===== src/rtl/spi_slave_byte.sv =====
// SPI mode-0 byte slave: synchronizes sclk/cs_n/mosi into the clk domain and
// shifts bytes MSB first, with a registered byte-complete strobe for the next stage.
module spi_slave_byte #(
    parameter int SYNC_STAGES = 2,
    parameter int DONE_WIDTH  = 2
) (
    input  logic       clk,
    input  logic       rst,
    input  logic       sclk,
    input  logic       cs_n,
    input  logic       mosi,
    output logic       miso,
    output logic       miso_oe,
    input  logic [7:0] tx_byte,
    output logic [7:0] rx_byte,
    output logic       cycle_done,
    output logic       frame_err,
    output logic       busy,
    output logic [1:0] state_dbg
);

    // Downstream contract: rx_byte is valid from one clk before cycle_done rises
    // until the next byte completes; tx_byte sampled at the cycle_done rise is
    // captured once cycle_done drops (LOAD). There is no back-pressure.
    typedef enum logic [1:0] {IDLE = 2'd0, SHIFT = 2'd1, DONE = 2'd2, LOAD = 2'd3} state_t;

    localparam logic [2:0] DONE_LAST = 3'(DONE_WIDTH - 1);

    logic [SYNC_STAGES-1:0] sclk_sync, cs_sync, mosi_sync, fill;
    logic sclk_s, cs_s, mosi_s, sclk_d, cs_d;
    logic sclk_rise, sclk_fall, cs_fall, cs_rise, sel;

    state_t     state, state_nx;
    logic [2:0] bit_cnt, cnt_nx, done_cnt, done_cnt_nx;
    logic [7:0] rx_sr, rx_sr_nx, tx_sr, tx_sr_nx, rx_byte_nx;
    logic       end_pend, end_pend_nx, err_nx, busy_nx, armed;

    always_ff @(posedge clk or negedge rst) begin
        if (!rst) begin
            sclk_sync <= '0;
            cs_sync   <= '1;
            mosi_sync <= '0;
            fill      <= '0;
            sclk_d    <= 1'b0;
            cs_d      <= 1'b1;
        end else begin
            sclk_sync <= {sclk_sync[SYNC_STAGES-2:0], sclk};
            cs_sync   <= {cs_sync[SYNC_STAGES-2:0], cs_n};
            mosi_sync <= {mosi_sync[SYNC_STAGES-2:0], mosi};
            fill      <= {fill[SYNC_STAGES-2:0], 1'b1};
            sclk_d    <= sclk_s;
            cs_d      <= cs_s;
        end
    end

    assign sclk_s    = sclk_sync[SYNC_STAGES-1];
    assign cs_s      = cs_sync[SYNC_STAGES-1];
    assign mosi_s    = mosi_sync[SYNC_STAGES-1];
    assign sclk_rise = sclk_s & ~sclk_d;
    assign sclk_fall = ~sclk_s & sclk_d;
    assign cs_fall   = ~cs_s & cs_d;
    assign cs_rise   = cs_s & ~cs_d;
    // sclk edges count only if cs_n was low on the previous sample, so an 8th
    // rise coincident with the cs_n rise still completes the byte.
    assign sel       = ~cs_d;

    always_comb begin
        state_nx    = state;
        cnt_nx      = bit_cnt;
        rx_sr_nx    = rx_sr;
        tx_sr_nx    = tx_sr;
        rx_byte_nx  = rx_byte;
        done_cnt_nx = done_cnt;
        end_pend_nx = end_pend;
        err_nx      = frame_err;
        case (state)
            IDLE: begin
                if (cs_fall && armed) begin
                    tx_sr_nx = tx_byte;
                    cnt_nx   = 3'd0;
                    state_nx = SHIFT;
                end
            end
            SHIFT: begin
                if (sclk_rise && sel) begin
                    rx_sr_nx = {rx_sr[6:0], mosi_s};
                    cnt_nx   = bit_cnt + 3'd1;
                    if (bit_cnt == 3'd7) begin
                        rx_byte_nx  = {rx_sr[6:0], mosi_s};
                        done_cnt_nx = 3'd0;
                        end_pend_nx = cs_rise;
                        state_nx    = DONE;
                    end
                end else if (sclk_fall && sel && bit_cnt != 3'd0) begin
                    // The trailing fall of a byte's last bit is skipped so the
                    // freshly loaded MSB stays on miso.
                    tx_sr_nx = {tx_sr[6:0], 1'b0};
                end
                if (cs_rise && state_nx == SHIFT) begin
                    state_nx = IDLE;
                    if (cnt_nx != 3'd0) err_nx = 1'b1;
                end
            end
            DONE: begin
                done_cnt_nx = done_cnt + 3'd1;
                if (cs_rise) end_pend_nx = 1'b1;
                if (done_cnt == DONE_LAST)
                    state_nx = (end_pend || cs_rise) ? IDLE : LOAD;
            end
            LOAD: begin
                if (cs_rise) begin
                    state_nx = IDLE;
                end else begin
                    tx_sr_nx = tx_byte;
                    state_nx = SHIFT;
                end
            end
            default: state_nx = IDLE;
        endcase
        busy_nx = (state_nx == SHIFT && cnt_nx != 3'd0) || state_nx == DONE || state_nx == LOAD;
    end

    always_ff @(posedge clk or negedge rst) begin
        if (!rst) begin
            state      <= IDLE;
            bit_cnt    <= 3'd0;
            rx_sr      <= 8'h00;
            tx_sr      <= 8'h00;
            rx_byte    <= 8'h00;
            done_cnt   <= 3'd0;
            end_pend   <= 1'b0;
            frame_err  <= 1'b0;
            cycle_done <= 1'b0;
            busy       <= 1'b0;
            armed      <= 1'b0;
        end else begin
            state      <= state_nx;
            bit_cnt    <= cnt_nx;
            rx_sr      <= rx_sr_nx;
            tx_sr      <= tx_sr_nx;
            rx_byte    <= rx_byte_nx;
            done_cnt   <= done_cnt_nx;
            end_pend   <= end_pend_nx;
            frame_err  <= err_nx;
            cycle_done <= (state == DONE);
            busy       <= busy_nx;
            // A frame already running at reset release is ignored until cs_n
            // has been genuinely sampled high.
            armed      <= armed | (fill[SYNC_STAGES-1] & cs_s);
        end
    end

    assign miso_oe   = armed & ~cs_s;
    assign miso      = miso_oe & tx_sr[7];
    assign state_dbg = state;

endmodule


===== config.mk =====
export PLATFORM = sky130hd
export DESIGN_NAME = spi_slave_byte
export DESIGN_NICKNAME = d
export VERILOG_FILES = /design/src/rtl/spi_slave_byte.sv
export SDC_FILE = /design/constraint.sdc
export NUM_CORES = 1
export LEC_CHECK = 0
export ABC_CLOCK_PERIOD_IN_PS = 2500
export BUFFER_PORTS_ARGS = -buffer_cell sky130_fd_sc_hd__buf_2
export CELL_PAD_IN_SITES_DETAIL_PLACEMENT = 2
export CELL_PAD_IN_SITES_GLOBAL_PLACEMENT = 2
export CORE_AREA = 2 2 76 78
export CTS_BUF_LIST = sky130_fd_sc_hd__clkbuf_4 sky130_fd_sc_hd__clkbuf_8
export DETAILED_ROUTE_END_ITERATION = 7
export DIE_AREA = 0 0 78 80
export GPL_TIMING_DRIVEN = 1
export HOLD_SLACK_MARGIN = 0.05
export PLACE_DENSITY = 0.83
export REMOVE_ABC_BUFFERS = 1
export SYNTH_ARGS = -nofsm -noshare
export SYNTH_HDL_FRONTEND = slang
export SYNTH_SLANG_ARGS = --single-unit

===== constraint.sdc =====
create_clock -name clk -period 2.5 [get_ports clk]
set_clock_uncertainty 0.2 [all_clocks]
set_input_delay 0.625 -clock clk [delete_from_list [all_inputs] [get_ports clk]]
set_output_delay 0.625 -clock clk [all_outputs]
set_load 0.05 [all_outputs]

======== Word level (Yosys, flattened, before mapping) ========
Index checks and enable logic that the tools add are counted.
storage, ports and cells
  output and inout port bits .............. 15
  bits in registers ....................... 46
cells by class
  bitwise logic cells ..................... 12
  eq/ne operators ......................... 16
  add/subtract/negate cells ............... 2
  mux-type cells .......................... 25
  reductions and logical operators ........ 21
operators by type and width
  cell                                                  count
  two-way mux 8 bit                                     4
  case mux 8 bit (3 select lines)                       1
  two-way mux 3 bit                                     5
  two-way mux 2 bit                                     7
  inequality test 2 bit (second input constant)         7
  case mux 3 bit (2 select lines)                       2
  nonzero test 3 bit                                    4
  AND reduction 3 bit                                   3
  equality test 2 bit (second input constant)           4
  case mux 2 bit (4 select lines)                       1
  AND 1 bit                                             7
  adder 3 x 1 -> 3 bit (second input constant)          2
  equality test 2 x 1 -> 1 bit (second input constant)  3
  logical AND 1 bit                                     6
  AND reduction 5 bit                                   1
  two-way mux 1 bit                                     4
  NOT 1 bit                                             4
  AND reduction 4 bit                                   1
  equality test 3 x 1 -> 1 bit (second input constant)  1
  equality test 3 bit (second input constant)           1
  logical OR 1 bit                                      3
  logical NOT 2 bit                                     1
  case mux 1 bit (2 select lines)                       1
  AND reduction 2 bit                                   1
  2 further kinds                                       2

======== Logic depth before layout (Yosys ltp) ========
  depth in word-level cells ............... 13
  depth in mapped cells ................... 8

======== Least setup slack after synthesis ========
OpenSTA, ideal clock, no wires.
  path type ............................... register to register
  from .................................... reg state[1] (netlist: state_dbg[1])
  to ...................................... reg busy
  required time ........................... 2182 ps
  clock period less this slack ............ 2451 ps
  path slack .............................. 49 ps
  stages on the path, launching flop included .. 8
  buffers on the path ..................... 0
  data arrival time ....................... 2133 ps
  cell sequence ........................... dfrtp_1 -> inv_1 -> ha_1 -> nor2b_1 -> a31oi_1 -> a211o_1 -> or3_1 -> a21o_1
RTL lines
  element                                                                   RTL line  text
  start: declaration                                                        33        state_t state, state_nx;
  start signal: assignment                                                  137       state <= state_nx;
  equality test 2 x 1 -> 1 bit / logical NOT 2 bit (equally long branches)  76        case (state)
  case mux 3 bit (2 select lines) (*)                                       76
  net cnt_nx[2]                                                             34        logic [2:0] bit_cnt, cnt_nx, done_cnt, done_cnt_nx;
  nonzero test 3 bit (*)                                                    120       busy_nx = (state_nx == SHIFT && cnt_nx != 3'd0) || state_nx == DONE || state_nx == LOAD;
  logical AND 1 bit (*)                                                     120
  logical OR 1 bit (*) (2 in series)                                        120
  net busy_nx                                                               36        logic end_pend, end_pend_nx, err_nx, busy_nx, armed;
  end signal: assignment                                                    146       busy <= busy_nx;
  end: declaration                                                          18        output logic busy,
The timed path passes the listed nets; every way through them passes the cells marked *. The select of a mux whose other input is x is not followed.
A chain may end at the register's enable or synchronous reset.

======== Worst setup path after layout ========
Same ends and word-level chain as after synthesis.

==> flow_summary.toml <==
[clock_tree]
clk_pin_slew_ns = 0.09
htree_levels = 2
clock_latency_ns = 0.30
cts_tree = "done"
cts-resized-gates = 0
cts_sinks = 46
cts.hold.buffers_added = 0
numCtsBuffers = 5
cts_buffer_depth = 2
root_buffer = "clkbuf_8"
post_cts_buffers = 0

[synth]
syn_area_per_cell_um2 = 12.8
synth.distinct_cells = 38
ys_seq_elements = 46
syn_area_um2 = 2080
ys_seq_area_frac = 0.555
yosys_warnings = 0
synth_cells = 162

[worst_setup_path]
cp_max_fo = 8
rr_startpoint = "state_dbg[1]$_DFF_PN0_"
cp-start-kind = "flip-flop"
rr_worst_depth = 7
r2r-end = "busy$_DFF_PN0_"
r2r_slack_ns = 0.16
cp.arrival_ns = 2.34
cp.required_ns = 2.50
end_kind = "flip-flop"
critPathKind = "reg -> reg"
crit_end = "busy$_DFF_PN0_"
crit_path_start = "state_dbg[1]$_DFF_PN0_"

[power_and_ir_drop]
clock_power_share = 0.196
max-vdd-ir-drop_uv = 566
power_density_nw_per_um2 = 1170
p_sw_uw = 1070
switching_share = 0.375
p_leak_uw = 0.00120
power_frac_seq = 0.383
pwr-share-comb = 0.421
power.internal_uw = 1780

[timing]
finalCritPeriodShare = 0.935
fin_hold_ws_ns = 0.152
worstMarginPinSlew_ns = 0.735
finalSetupTns_ns = 0
rsz0062_at_grt = "false"
post-route-min-period_ns = 2.34
slew_violations = 0
setup_viol = 0
fmax_ghz = 0.428
worst_slew_margin_rel = 0.507
setup_ws_ns = 0.162
finalHoldViolations = 0

[hold_path]
hold_path_depth = 0
hp-class = "reg -> reg"

[drt]
routed_wl_mm = 4.48
vias_per_cell = 5.09
first_pass_iters = 4
vias = 1374
ant_nets = 0
detail_route.iter0.violations = 45
detail_route.wl_per_cell_um = 16.6
drc_errors = 0

[placed_design]
hpwl_mm = 3.40
portBuffers = 27
routabilityCongestion = 0.869
pre_cts_ws_ns = 0.208

[global_routing]
grt_max_degree = 47
grt_pass1_wl_mm = 7.96
grt_overflow = 0
antenna_found_initial = 0
grt_use_total = 0.166
first_global_vias = 1614

[floorplanning]
coreArea_um2 = 5410
ios = 28
die_area_um2 = 6240
start_util = 0.385
die_y_um = 80
floorplan.die.width_um = 78
rows = 27

[finish]
antennaDiodeCount = 0
syn_to_final_growth_pct = 16.8
nNetsFinal = 219
final_util = 0.449
layout-drive-gt1-share = 0.399

[job]
maxCapViolCount = 0

[status]
status = "finished clean"
==> flip-flops by register name (all words and copies together), names as in the netlist, 2 cells and up <==
name	cells
rx_sr	7
cs_sync	2
tx_sr	8
sclk_sync	2
rx_byte	8
done_cnt	3
fill	2
state_dbg	2
mosi_sync	2
bit_cnt	3
==> cell families after synthesis <==
family | synth area share
buffers and inverters | 0.0295
and+or+nand+nor | 0.0897
adders and majority gates | 0.0542
muxes | 0.173
DFF | 0.555
xor gates and xnor gates | 0.00421
other | 0.00180
AOI/OAI and AO/OA | 0.0921
==> final cells by class <==
type                    instances  area, um2
repair buffers                 32        173
clock inverters                 2       37.5
inverters                       9       33.8
clock buffers                   6       76.3
well taps                      72       90.1
flip-flops and latches         46       1150
fillers                       576       2980
multi-input cells             103        863
==> metal layers <==
layer	wire (um)	vias to the layer above	GRT usage
li1	-	635	-
met5	0	-	0
met3	157	11	0.0362
met4	115	0	0.0789
met1	1800	699	0.186
met2	2410	29	0.299
==> worst max-delay path, stage by stage (launching register included) <==
cell	delay [ns]
dfrtp_1	0.38
inv_1	0.13
ha_1	0.33
nor2b_1	0.19
a31oi_1	0.09
a211o_1	0.35
or3_1	0.38
a21o_1	0.19
==> cell usage in the layout, fill, tap and decap left out, types with 4 or more instances in the layout <==
| master | n |
|---|---|
| dfrtp_1 | 43 |
| mux2_2 | 32 |
| buf_2 | 27 |
| inv_1 | 9 |
| ha_1 | 9 |
| nand2_1 | 8 |
| a21oi_1 | 6 |
| o21ai_0 | 5 |
| a31oi_1 | 5 |
| clkbuf_8 | 5 |
| buf_4 | 5 |
| nor2b_1 | 4 |
| nor2_1 | 4 |
==> Yosys cell counts <==
| cell | count | area share |
|---|---|---|
| nor3b_1 | 1 | 0.0036 |
| dfstp_2 | 3 | 0.038 |
| buf_4 | 1 | 0.0036 |
| mux2_2 | 32 | 0.17 |
| buf_2 | 1 | 0.0024 |
| buf_1 | 1 | 0.0018 |
| a211o_1 | 1 | 0.0042 |
| or3_1 | 1 | 0.0030 |
| o211ai_1 | 1 | 0.0036 |
| a31oi_1 | 5 | 0.015 |
| nand4_1 | 1 | 0.0030 |
| a21bo_2 | 1 | 0.0048 |
| and3_1 | 2 | 0.0060 |
| buf_6 | 1 | 0.0054 |
| a22o_1 | 3 | 0.013 |
| ha_1 | 9 | 0.054 |
| nor2_1 | 4 | 0.0072 |
| nor4_1 | 1 | 0.0030 |
| and2_1 | 2 | 0.0060 |
| o22ai_1 | 1 | 0.0030 |
| and3_2 | 1 | 0.0036 |
| o21ai_0 | 5 | 0.012 |
| nand4bb_1 | 1 | 0.0054 |
| o21ai_1 | 1 | 0.0024 |
| xnor2_1 | 1 | 0.0042 |
| nand2b_1 | 2 | 0.0060 |
| and2b_1 | 2 | 0.0072 |
| a31o_2 | 1 | 0.0042 |
| inv_1 | 9 | 0.016 |
| nand2_1 | 8 | 0.014 |
| nor2b_1 | 4 | 0.012 |
| conb_1 | 1 | 0.0018 |
| nor3b_4 | 1 | 0.0090 |
| o22a_1 | 1 | 0.0042 |
| a21o_1 | 2 | 0.0072 |
| a311oi_1 | 1 | 0.0042 |
| dfrtp_1 | 43 | 0.52 |
| a21oi_1 | 6 | 0.014 |
==> stage by stage <==
stage          instance area, um2  instances  total power [uW]
2_1_floorplan                2050        158              1950
5_1_grt                      2430        270              3060
3_5_place_dp                 2310        262              2320
6_report                     2430        270              2850
4_1_cts                      2430        270              2890
3_3_place_gp                 2310        262              2190
==> power by group through the flow <==
stage	registers, uW	clock network (uW)	logic, uW
floorplan	1210	0	740
finish	1090	559	1200
global route	1130	608	1330
CTS	1100	580	1220
global placement	1080	0	1110
detailed placement	1110	0	1210
==> how the worst min path moves through the flow <==
| stage | start | endpoint | slack [ns] |
|---|---|---|---|
| finish | mosi_sync[0]$_DFF_PN0_ | mosi_sync[1]$_DFF_PN0_ | 0.15 |
| global route | sclk_sync[0]$_DFF_PN0_ | sclk_sync[1]$_DFF_PN0_ | 0.17 |
| CTS | mosi_sync[0]$_DFF_PN0_ | mosi_sync[1]$_DFF_PN0_ | 0.16 |
| detailed placement | mosi_sync[0]$_DFF_PN0_ | mosi_sync[1]$_DFF_PN0_ | 0.14 |
| global placement | mosi_sync[0]$_DFF_PN0_ | mosi_sync[1]$_DFF_PN0_ | 0.13 |
| floorplan | rst | armed$_DFF_PN0_ | 0.13 |
Power figures use the tool's default switching activity.
